$ cat src/rtl/alu_pkg.sv
// Shared opcode encodings, sequencer state encoding and command layout for the ALU command sequencer.
package alu_pkg;

  localparam logic [3:0] OP_ADD = 4'b0000;
  localparam logic [3:0] OP_SUB = 4'b0001;
  localparam logic [3:0] OP_MUL = 4'b0010;
  localparam logic [3:0] OP_AND = 4'b0011;
  localparam logic [3:0] OP_OR  = 4'b0100;
  localparam logic [3:0] OP_XOR = 4'b0101;
  localparam logic [3:0] OP_NOT = 4'b0110;
  localparam logic [3:0] OP_SHL = 4'b0111;
  localparam logic [3:0] OP_SHR = 4'b1000;
  localparam logic [3:0] OP_INC = 4'b1001;
  localparam logic [3:0] OP_DEC = 4'b1010;
  localparam logic [3:0] OP_NOP = 4'b1111;

  localparam int unsigned CMD_DATA_W = 16;

  typedef logic [1:0] state_t;
  localparam state_t ST_IDLE  = 2'd0;
  localparam state_t ST_ISSUE = 2'd1;
  localparam state_t ST_WAIT  = 2'd2;
  localparam state_t ST_DONE  = 2'd3;

  typedef struct packed {
    logic [3:0]            opcode;
    logic [CMD_DATA_W-1:0] operand_a;
    logic [CMD_DATA_W-1:0] operand_b;
    logic [1:0]            tag;
  } cmd_t;

  function automatic logic opcode_defined(input logic [3:0] op);
    return op <= OP_DEC;
  endfunction

endpackage

$ cat src/rtl/alu_cmd_fifo.sv
// Command FIFO for the ALU sequencer: DEPTH entries (power of two), WIDTH bits each, wrap-bit pointers.
module alu_cmd_fifo #(
  parameter int unsigned DEPTH = 4,
  parameter int unsigned WIDTH = 8
) (
  input  logic             clk,
  input  logic             reset,
  input  logic             push,
  input  logic [WIDTH-1:0] push_data,
  input  logic             pop,
  output logic [WIDTH-1:0] pop_data,
  output logic             full,
  output logic             empty
);

  localparam int unsigned AW = $clog2(DEPTH);
  localparam logic [AW:0] PTR_ONE = 1;

  logic [WIDTH-1:0] mem [DEPTH];
  logic [AW:0]      wr_ptr;
  logic [AW:0]      rd_ptr;
  logic             do_push;
  logic             do_pop;

  assign do_push = push && !full;
  assign do_pop  = pop && !empty;

  always_ff @(posedge clk) begin
    if (reset) begin
      wr_ptr <= '0;
      rd_ptr <= '0;
    end else begin
      if (do_push) wr_ptr <= wr_ptr + PTR_ONE;
      if (do_pop)  rd_ptr <= rd_ptr + PTR_ONE;
    end
  end

  always_ff @(posedge clk) begin
    if (do_push) mem[wr_ptr[AW-1:0]] <= push_data;
  end

  assign pop_data = mem[rd_ptr[AW-1:0]];
  assign empty    = (wr_ptr == rd_ptr);
  // Equal index with differing wrap bit means the writer lapped the reader.
  assign full     = (wr_ptr[AW] != rd_ptr[AW]) && (wr_ptr[AW-1:0] == rd_ptr[AW-1:0]);

endmodule

$ cat src/rtl/alu_cmd_sequencer.sv
// Queues tagged ALU commands and issues them one at a time to a registered ALU, returning results in order.
// Optional ALU_SEQ_OPCODE_CHECK_EN: undefined opcodes are consumed, not queued, and flagged on cmd_error.
module alu_cmd_sequencer
  import alu_pkg::*;
#(
  parameter int unsigned DEPTH  = 4,
  parameter int unsigned DATA_W = 16
) (
  input  logic                clk,
  input  logic                reset,
  input  logic                in_valid,
  output logic                in_ready,
  input  logic [3:0]          in_opcode,
  input  logic [DATA_W-1:0]   in_operand_a,
  input  logic [DATA_W-1:0]   in_operand_b,
  output logic [3:0]          alu_opcode,
  output logic [DATA_W-1:0]   alu_operand_a,
  output logic [DATA_W-1:0]   alu_operand_b,
  input  logic [2*DATA_W-1:0] alu_result,
  output logic                out_valid,
  input  logic                out_ready,
  output logic [2*DATA_W-1:0] out_result,
  output logic [1:0]          out_tag,
  output logic                cmd_error
);

  // Same field order as alu_pkg::cmd_t, widened to this instance's DATA_W.
  typedef struct packed {
    logic [3:0]        opcode;
    logic [DATA_W-1:0] operand_a;
    logic [DATA_W-1:0] operand_b;
    logic [1:0]        tag;
  } entry_t;

  state_t     state;
  logic [1:0] tag_cnt;
  logic [1:0] cur_tag;
  logic       accept;
  logic       push;
  logic       pop;
  logic       full;
  logic       empty;
  entry_t     push_entry;
  entry_t     head;

  assign in_ready = !full;
  assign accept   = in_valid && in_ready;

`ifdef ALU_SEQ_OPCODE_CHECK_EN
  assign push = accept && opcode_defined(in_opcode);

  always_ff @(posedge clk) begin
    if (reset) cmd_error <= 1'b0;
    else       cmd_error <= accept && !opcode_defined(in_opcode);
  end
`else
  assign push      = accept;
  assign cmd_error = 1'b0;
`endif

  assign push_entry = '{opcode: in_opcode, operand_a: in_operand_a,
                        operand_b: in_operand_b, tag: tag_cnt};

  // Head is taken whenever the engine is free: idle, or its result is being handed off.
  assign pop = !empty && ((state == ST_IDLE) || (state == ST_DONE && out_ready));

  alu_cmd_fifo #(
    .DEPTH (DEPTH),
    .WIDTH ($bits(entry_t))
  ) u_fifo (
    .clk       (clk),
    .reset     (reset),
    .push      (push),
    .push_data (push_entry),
    .pop       (pop),
    .pop_data  (head),
    .full      (full),
    .empty     (empty)
  );

  always_ff @(posedge clk) begin
    if (reset) begin
      state         <= ST_IDLE;
      tag_cnt       <= '0;
      cur_tag       <= '0;
      out_valid     <= 1'b0;
      out_result    <= '0;
      out_tag       <= '0;
      alu_opcode    <= OP_NOP;
      alu_operand_a <= '0;
      alu_operand_b <= '0;
    end else begin
      if (push) tag_cnt <= tag_cnt + 2'd1;

      if (pop) begin
        alu_opcode    <= head.opcode;
        alu_operand_a <= head.operand_a;
        alu_operand_b <= head.operand_b;
        cur_tag       <= head.tag;
      end

      case (state)
        ST_IDLE: begin
          if (pop) state      <= ST_ISSUE;
          else     alu_opcode <= OP_NOP;
        end
        ST_ISSUE: state <= ST_WAIT;
        ST_WAIT: begin
          out_result <= alu_result;
          out_tag    <= cur_tag;
          out_valid  <= 1'b1;
          state      <= ST_DONE;
        end
        ST_DONE: begin
          if (out_ready) begin
            out_valid <= 1'b0;
            if (pop) begin
              state <= ST_ISSUE;
            end else begin
              alu_opcode <= OP_NOP;
              state      <= ST_IDLE;
            end
          end
        end
        default: state <= ST_IDLE;
      endcase
    end
  end

endmodule

$ cat config.mk
export PLATFORM = sky130hd
export DESIGN_NAME = alu_cmd_sequencer
export DESIGN_NICKNAME = d
export VERILOG_FILES = /design/src/rtl/alu_pkg.sv /design/src/rtl/alu_cmd_fifo.sv /design/src/rtl/alu_cmd_sequencer.sv
export SDC_FILE = /design/constraint.sdc
export NUM_CORES = 1
export LEC_CHECK = 0
export CAP_MARGIN = 20
export CORE_MARGIN = 8
export CORE_UTILIZATION = 41
export CTS_CLUSTER_SIZE = 8
export DETAILED_ROUTE_END_ITERATION = 8
export GPL_TIMING_DRIVEN = 0
export PLACE_DENSITY = 0.72
export SLEW_MARGIN = 20
export SYNTH_ARGS = -nofsm -noshare
export SYNTH_HDL_FRONTEND = slang
export SYNTH_SLANG_ARGS = --single-unit
$ cat constraint.sdc
create_clock -name clk -period 2.3 [get_ports clk]
set_input_delay 0.23 -clock clk [delete_from_list [all_inputs] [get_ports clk]]
set_output_delay 0.23 -clock clk [all_outputs]
set_load 0.02 [all_outputs]
==> flow_metrics.env, run 1 <==
export IMPL_multi_input_area_um2=2930
export IMPL_h_tree_depth=2
export IMPL_rr_startpoint="u_fifo.wr_ptr[0]"
export IMPL_placementRows=55
export IMPL_clock_latency_ns=0.50
export IMPL_hold_violations=0
export IMPL_start_kind="flip-flop"
export IMPL_avgRoutedWirePerCell_um=19.31
export IMPL_synth_cell_type_count=44
export IMPL_yosysMostFrequentCell="edfxtp_1"
export IMPL_synth_seq_cells=237
export IMPL_yosysSeqAreaShare=0.6725
export IMPL_grt_antenna_before_repair=0
export IMPL_min_period_over_period=0.9545
export IMPL_hold_slack_ns=0.3568
export IMPL_max_cap_violations=0
export IMPL_finalWeightedCongestion=0.7738
export IMPL_synth_fa_ha_area_frac=0.01074
export IMPL_start_util=0.4141
export IMPL_drt_pass1_iterations=4
export IMPL_boundaryPins=145
export IMPL_placed_cells=1001
export IMPL_cts_buffers_inserted=35
export IMPL_cp_max_fo=38
export IMPL_post_place_ws_ns=-0.3623
export IMPL_post_route_util=0.5427
export IMPL_grt_ovfl_total=0
export IMPL_skew_ns=0.01345
export IMPL_clockBufferDepth=3
export IMPL_synthFlopType="edfxtp_1"
export IMPL_worst_path_max_delay_cell="and2_4"
export IMPL_endpoint="u_fifo.mem[3][31]"
export IMPL_synth_top_family_by_area="multiplexers"
export IMPL_drive_above_1_share=0.1517
export IMPL_synth_warnings=0
export IMPL_power_leakage_nw=4.228
export IMPL_reg2reg_slack_ns=0.10
export IMPL_synth_compound_area_frac=0.03142
export IMPL_cts_tree="built"
export IMPL_setup_violations_final=0
export IMPL_drv_slew=0
export IMPL_stdcell_area_um2=12210
export IMPL_num_antenna_cells=0
export IMPL_required_ns=2.42
export IMPL_layout_cells_non_filler=1063
export IMPL_fp_coreArea_um2=22500
export IMPL_ff2ff_path_depth=3
export IMPL_ff_latch_area_um2=6274
export IMPL_synth_async_sr_flop_share=0
export IMPL_worst_setup_path_end_kind="flip-flop"
export IMPL_drc_errors=0
export IMPL_finalPower_mw=13.61
export IMPL_post_cts_buffers=0
export IMPL_yosysTopAreaCell="edfxtp_1"
export IMPL_crit_chain="xor2_2 > o31a_4 > and2_4"
export IMPL_cts_root_buf="clkbuf_16"
export IMPL_ir_drop_mv=0.6421
export IMPL_arrival_ns=2.32
export IMPL_final_setup_tns_ns=0
export IMPL_rsz0062_at_grt="yes"
export IMPL_place_hpwl_um=13340
export IMPL_first_global_vias=5848
export IMPL_ant_nets=0
export IMPL_drt_wl_total_um=20520
export IMPL_synth_area_leaders="edfxtp_1 49%, dfxtp_1 18%, mux4_2 9.2%"
export IMPL_grt_usage=0.1477
export IMPL_syn_area_per_cell_um2=16.26
export IMPL_cp_num_cells=3
export IMPL_synth_xor_area_frac=0.008863
export IMPL_tightest_slew_ns=0.6745
export IMPL_vias=5395
export IMPL_min_period_ns=2.195
export IMPL_syn_area_um2=9318
export IMPL_drt_initial_drc_count=342
export IMPL_critical_path_class="reg2reg"
export IMPL_pwr_density_cell_nw_per_um2=1114
export IMPL_worstHoldStart="alu_result[11]"
export IMPL_die_x_um=166.8
export IMPL_worst_slack_ns=0.1046
export IMPL_port_buffers=143
export IMPL_syn_to_final_growth_pct=31.06
export IMPL_fillers=1835
export IMPL_status="completed"
export IMPL_grt_pass1_wl_um=32470
export IMPL_path_buf_inv=0
export IMPL_slew_headroom=0.5503
export IMPL_synth_area_mux_share=0.1738
export IMPL_yosysTopAreaCellShare=0.4899
export IMPL_synth_nets=653
export IMPL_max_freq_ghz=0.4555
export IMPL_syn_inst=573
export IMPL_cts_sinks=237
export IMPL_final_nets=833
export IMPL_hp_class="in2reg"
export IMPL_path_delay_family="simple AND/OR/NAND/NOR gates"
export IMPL_max_stage_delay_ns=0.59
export IMPL_synth_edff_count=152
export IMPL_vias_per_cell=5.075
export IMPL_setup_worst_path_start="u_fifo.wr_ptr[0]"
export IMPL_die_area_um2=27810
export IMPL_place_area_um2=11110
export IMPL_die_y_um=166.8
export IMPL_path_clk_slew_ns=0.05
export IMPL_synth_simple_area_share=0.08178
export IMPL_worst_r2r_endpoint="u_fifo.mem[3][31]"
export IMPL_grt_max_degree=39
export IMPL_synthTopCellsByCount="152 x edfxtp_1, 85 x dfxtp_1, 75 x nand2b_1, 71 x mux2i_1, 39 x nor2_1"
repair_timing:
item / in CTS / in global routing
gates cloned: 0 / 0
pin swaps: 0 / 4
endpoints found under the setup margin: 153 / 153
resized for setup: 4 / 13
hold buffers: 0 / 0
power by group:
part           switching (mW)  internal [mW]
clock network            1.75           2.94
registers               0.285           5.07
logic                    1.79           1.77
placed cells by master, fill, tap and decap left out, types with 2 or more instances in the layout:
cell,Yosys,final
inv_1,8,8
xnor2_4,0,2
clkbuf_1,15,38
nor4bb_1,2,2
buf_2,6,6
a211o_1,4,4
mux4_2,38,38
mux2i_1,71,71
buf_1,2,2
nand2b_1,75,75
edfxtp_1,152,152
clkdlybuf4s50_1,0,142
xor2_4,0,2
nor2b_1,4,4
buf_4,3,3
nand3_1,2,2
and2_4,0,4
a41oi_1,5,5
dfxtp_2,0,6
a21oi_1,2,2
o31ai_1,3,3
dfxtp_1,85,79
or3b_2,4,4
buf_6,4,4
mux2_4,2,2
o311ai_0,2,2
ha_1,8,8
o311ai_1,2,2
mux2_2,2,2
clkbuf_16,0,36
o41ai_1,3,3
o21ai_0,4,4
nor2_1,39,39
a31oi_1,4,4
cell type report:
class,instances,share of cell area
plain buffers,30,0.01322
clock buffers,60,0.08197
clock inverters,2,0.002049
inverters,8,0.002459
multi-input cells,298,0.2400
flip-flops and latches,237,0.5137
well taps,285,0.02920
repair buffers,143,0.1174
cells by family (layout without fill, tap and decap cells):
| family | Yosys count | count (layout) |
|---|---|---|
| mux | 113 | 113 |
| xor+xnor | 6 | 6 |
| simple gates | 135 | 135 |
| buf+inv | 38 | 243 |
| flops | 237 | 237 |
| fa+ha+maj | 8 | 8 |
| compound gates | 35 | 35 |
| other cells | 1 | 1 |
per-layer routing:
| layer | track usage | vias up | routed length [um] |
|---|---|---|---|
| met5 | 0 | - | 0 |
| met4 | 0.04700 | 0 | 354 |
| met3 | 0.04421 | 30 | 1384 |
| met2 | 0.2425 | 191 | 9664 |
| met1 | 0.1850 | 2648 | 9118 |
| li1 | - | 2526 | - |
state kept, by name (all words and copies together), names as in the netlist, named ones only:
name           flops
u_fifo.rd_ptr      3
cur_tag            2
u_fifo.mem       152
out_tag            2
u_fifo.wr_ptr      3
tag_cnt            2
state              2
alu_opcode         4
alu_operand_b     16
out_result        32
alu_operand_a     16
out_valid          1
worst min path at each step:
stage               cells after the start           endpoint
floorplan                               0  u_fifo.mem[0][10]
detailed placement                      2   alu_operand_b[4]
global route                            3     out_result[10]
global placement                        2  alu_operand_a[12]
finish                                  3     out_result[11]
CTS                                     3     out_result[26]
worst min-delay path: stages:
cell and delay (ns):
clkdlybuf4s50_1 0.40, mux2i_1 0.13, nor2_1 0.05
(Power assumes the default switching activity.)
==> run 2, diff against run 1 <==
CORE_MARGIN = 3   (was 8)
==> flow_metrics.env, run 2 (same netlist as run 1, synthesis figures left out) <==
export IMPL_grt_usage=0.1632
export IMPL_cts_hold_repair_buffers=0
export IMPL_hold_violations=0
export IMPL_drt_wl_total_um=20030
export IMPL_max_freq_ghz=0.4663
export IMPL_max_cap_violations=0
export IMPL_boundaryPins=145
export IMPL_wl_met2_um=9848
export IMPL_final_common_cell="edfxtp_1"
export IMPL_die_y_um=156.8
export IMPL_clockBufferDepth=3
export IMPL_drt_pass1_iterations=4
export IMPL_vias_per_cell=5.209
export IMPL_cts_root_buf="clkbuf_16"
export IMPL_met3_wirelength_um=1590
export IMPL_avgRoutedWirePerCell_um=18.95
export IMPL_finalWeightedCongestion=0.7971
export IMPL_crit_chain="xor2_4 > o31a_4 > and2_4"
export IMPL_cts_tree="built"
export IMPL_worst_path_max_delay_cell="and2_4"
export IMPL_setup_violations_final=0
export IMPL_power_leakage_nw=4.213
export IMPL_cts_sinks=237
export IMPL_slew_headroom=0.5616
export IMPL_wl_met1_um=8123
export IMPL_start_util=0.4217
export IMPL_ff2ff_path_depth=3
export IMPL_skew_ns=0.01758
export IMPL_drv_slew=0
export IMPL_grt_pass1_wl_um=31290
export IMPL_required_ns=2.42
export IMPL_min_period_over_period=0.9324
export IMPL_hold_slack_ns=0.3656
export IMPL_path_clk_slew_ns=0.05
export IMPL_port_buffers=143
export IMPL_cp_max_fo=38
export IMPL_final_nets=833
export IMPL_status="completed"
export IMPL_max_stage_delay_ns=0.58
export IMPL_h_tree_depth=2
export IMPL_num_antenna_cells=0
export IMPL_final_setup_tns_ns=0
export IMPL_whs_path_depth=1
export IMPL_grt_antenna_before_repair=1
export IMPL_ant_nets=0
export IMPL_largest_register_ffs=152
export IMPL_pwr_density_cell_nw_per_um2=1107
export IMPL_start_kind="flip-flop"
export IMPL_place_hpwl_um=13030
export IMPL_mostFrequentLayoutCells="152 x edfxtp_1, 142 x clkdlybuf4s50_1, 80 x dfxtp_1, 75 x nand2b_1, 71 x mux2i_1"
export IMPL_fp_coreArea_um2=22090
export IMPL_post_cts_buffers=0
export IMPL_arrival_ns=2.26
export IMPL_placementRows=54
export IMPL_grt_ovfl_total=0
export IMPL_drive_above_1_share=0.1480
export IMPL_worst_setup_path_end_kind="flip-flop"
export IMPL_clock_latency_ns=0.50
export IMPL_drc_errors=0
export IMPL_grt_max_degree=39
export IMPL_rsz0062_at_grt="no"
export IMPL_post_route_util=0.5516
export IMPL_tightest_slew_ns=0.6576
export IMPL_min_period_ns=2.145
export IMPL_hp_class="in2reg"
export IMPL_first_global_vias=5792
export IMPL_ir_drop_mv=0.5810
export IMPL_drt_initial_drc_count=337
export IMPL_cts_buffers_inserted=35
export IMPL_highest_layer="met5"
export IMPL_syn_to_final_growth_pct=30.80
export IMPL_die_x_um=156.8
export IMPL_critical_path_class="reg2reg"
export IMPL_finalPower_mw=13.49
export IMPL_die_area_um2=24570
export IMPL_vias=5506
[run 2: worst max-delay path, delay by kind of cell, from the launching register on]
family,cells,cell delay (ns)
and+or+nand+nor,1,0.58
DFF,1,0.56
xor gates and xnor gates,1,0.37
AOI/OAI and AO/OA,1,0.24
[run 2: timing repair]
item | CTS | global route
hold endpoints to repair | 0 | 0
resized for setup | 6 | 11
endpoints found under the setup margin | 153 | 153
pin swaps | 1 | 0
[run 2: layout make-up]
class | count | area, um^2
Buffer | 30 | 161.4
Clock buffer | 59 | 965.9
Clock inverter | 2 | 32.53
Fill cell | 1754 | 9906
Inverter | 8 | 30.03
Multi-Input combinational cell | 298 | 2942
Sequential cell | 237 | 6272
Tap cell | 280 | 350.3
Timing Repair Buffer | 143 | 1434
[run 2: power breakdown]
| part | leakage [nW] | switching (mW) | internal [mW] |
|---|---|---|---|
| Sequential | 2.09 | 0.290 | 5.07 |
| Clock | 0.473 | 1.72 | 2.84 |
| Combinational | 1.65 | 1.79 | 1.78 |
[run 2: through the flow]
| stage | area [um^2] | setup slack [ns] | std cells |
|---|---|---|---|
| 6_report | 12190 | 0.1555 | 1057 |
| 5_1_grt | 12190 | 0.06378 | 1057 |
| 4_1_cts | 12140 | -0.3058 | 1057 |
| 3_5_place_dp | 11100 | -0.3127 | 996 |
| 3_3_place_gp | 11100 | -0.2203 | 996 |
| 2_1_floorplan | 9323 | 0.2837 | 573 |
[run 2: final timing paths]
kind                                       start                end  slack, ns
worst max-delay path            u_fifo.rd_ptr[0]   u_fifo.mem[2][9]       0.16
worst min-delay path            in_operand_a[12]  u_fifo.mem[0][30]       0.37
worst max register to register  u_fifo.rd_ptr[0]   u_fifo.mem[2][9]       0.16
worst min register to register  alu_operand_b[2]   alu_operand_b[2]       0.47
[run 2: per-layer routing]
layer  up-vias  global-route usage
li1       2527                   -
met1      2697              0.2001
met2       233              0.2796
met3        47             0.04535
met4         2             0.05336
met5         -                   0
==> run 3, diff against run 2 <==
PLACE_DENSITY = 0.7   (was 0.72)
clock period = 2.7 ns   (was 2.3 ns; I/O delays follow)
==> flow_metrics.env, run 3 (same netlist as run 1, synthesis figures left out) <==
export IMPL_path_clk_slew_ns=0.05
export IMPL_rr_startpoint="u_fifo.wr_ptr[1]"
export IMPL_max_stage_delay_ns=0.58
export IMPL_port_buffers=143
export IMPL_fp_coreArea_um2=22090
export IMPL_die_x_um=156.8
export IMPL_ir_drop_mv=0.5734
export IMPL_drive_above_1_share=0.1474
export IMPL_worst_r2r_endpoint="u_fifo.mem[3][20]"
export IMPL_post_place_ws_ns=0.2069
export IMPL_place_hpwl_um=13720
export IMPL_status="completed"
export IMPL_avgRoutedWirePerCell_um=18.97
export IMPL_clock_latency_ns=0.50
export IMPL_skew_ns=0.02015
export IMPL_grt_pass1_wl_um=31840
export IMPL_tightest_slew_ns=0.6961
export IMPL_place_area_um2=11200
export IMPL_first_global_vias=5968
export IMPL_grt_ovfl_total=0
export IMPL_ff2ff_path_depth=4
export IMPL_boundaryPins=145
export IMPL_worst_path_max_delay_cell="and2_2"
export IMPL_rsz0062_at_grt="no"
export IMPL_max_freq_ghz=0.4031
export IMPL_num_antenna_cells=0
export IMPL_finalPower_mw=11.47
export IMPL_path_buf_inv=1
export IMPL_drv_slew=0
export IMPL_cts_sinks=237
export IMPL_setup_worst_path_start="u_fifo.wr_ptr[1]"
export IMPL_stdcell_area_um2=12220
export IMPL_placed_cells=1000
export IMPL_cts_tree="built"
export IMPL_placementRows=54
export IMPL_pwr_density_cell_nw_per_um2=938.8
export IMPL_setup_violations_final=0
export IMPL_h_tree_depth=2
export IMPL_max_cap_violations=0
export IMPL_grt_usage=0.1657
export IMPL_drt_initial_drc_count=229
export IMPL_critical_path_class="reg2reg"
export IMPL_arrival_ns=2.68
export IMPL_final_nets=837
export IMPL_hold_end="u_fifo.mem[2][9]"
export IMPL_syn_to_final_growth_pct=31.14
export IMPL_drt_pass1_iterations=4
export IMPL_slew_headroom=0.5359
export IMPL_whs_path_depth=1
export IMPL_grt_max_degree=24
export IMPL_required_ns=2.90
export IMPL_cts_root_buf="clkbuf_16"
export IMPL_hold_violations=0
export IMPL_die_area_um2=24570
export IMPL_vias_per_cell=5.126
export IMPL_layout_cells_non_filler=1060
export IMPL_crit_chain="xor2_2 > o31a_4 > and2_2 > buf_16"
export IMPL_worstHoldStart="in_operand_b[7]"
export IMPL_reg2reg_slack_ns=0.22
export IMPL_clockBufferDepth=3
export IMPL_mostFrequentLayoutCells="152 x edfxtp_1, 143 x clkdlybuf4s50_1, 85 x dfxtp_1, 75 x nand2b_1, 71 x mux2i_1"
export IMPL_die_y_um=156.8
export IMPL_start_kind="flip-flop"
export IMPL_final_common_cell="edfxtp_1"
export IMPL_largest_register_ffs=152
export IMPL_multi_input_area_um2=2880
export IMPL_start_util=0.4217
export IMPL_worst_slack_ns=0.2191
export IMPL_final_setup_tns_ns=0
export IMPL_hold_slack_ns=0.4114
export IMPL_hp_class="in2reg"
export IMPL_grt_antenna_before_repair=0
export IMPL_min_period_over_period=0.9189
export IMPL_ant_nets=0
export IMPL_power_leakage_nw=4.244
export IMPL_drt_wl_total_um=20110
export IMPL_ff_latch_area_um2=6266
export IMPL_finalWeightedCongestion=0.8166
export IMPL_path_delay_family="simple AND/OR/NAND/NOR gates"
export IMPL_post_cts_buffers=0
export IMPL_drc_errors=0
export IMPL_cp_max_fo=20
export IMPL_cts_hold_repair_buffers=0
export IMPL_post_route_util=0.5531
export IMPL_fillers=1751
export IMPL_min_period_ns=2.481
export IMPL_worst_setup_path_end_kind="flip-flop"
export IMPL_vias=5434
export IMPL_cts_buffers_inserted=35
-- run 3: cell type report --
type / count / area share
Buffer: 30 / 0.01321
Clock inverter: 2 / 0.002662
Multi-Input combinational cell: 298 / 0.2357
Timing Repair Buffer: 147 / 0.1249
Tap cell: 280 / 0.02867
Clock buffer: 58 / 0.07956
Inverter: 8 / 0.002458
Sequential cell: 237 / 0.5128
-- run 3: where the power goes --
group          total [mW]  leakage (nW)  switching [mW]  internal [mW]
clock network        3.89         0.478            1.45           2.44
registers            4.54          2.09           0.229           4.31
logic                3.04          1.67            1.53           1.51
-- run 3: worst max path at each step --
stage | endpoint | slack, ns | cells past startpoint
2_1_floorplan | u_fifo.mem[2][0] | 0.28 | 3
3_3_place_gp | u_fifo.mem[0][22] | -0.56 | 3
3_5_place_dp | out_result[4] | 0.21 | 5
4_1_cts | in_ready | 0.03 | 3
5_1_grt | u_fifo.mem[3][20] | 0.06 | 4
6_report | u_fifo.mem[3][20] | 0.22 | 4
-- run 3: worst reg2reg max path, cell delays in order (launching register included) --
cell,delay [ns]
dfxtp_1,0.53
xor2_2,0.53
o31a_4,0.28
and2_2,0.58
buf_16,0.25
-- run 3: what timing repair did --
action	in CTS	in global routing
endpoints found under the setup margin	1	1
gates resized for setup	1	1
cloned	0	0
hold endpoints to repair	0	0
-- run 3: routing by layer --
metal / GRT usage / part of all wire / up-vias
met5: 0 / 0 / -
met1: 0.1999 / 0.41 / 2681
met2: 0.2882 / 0.50 / 185
met4: 0.04710 / 0.020 / 0
met3: 0.05033 / 0.076 / 37
li1: - / - / 2531
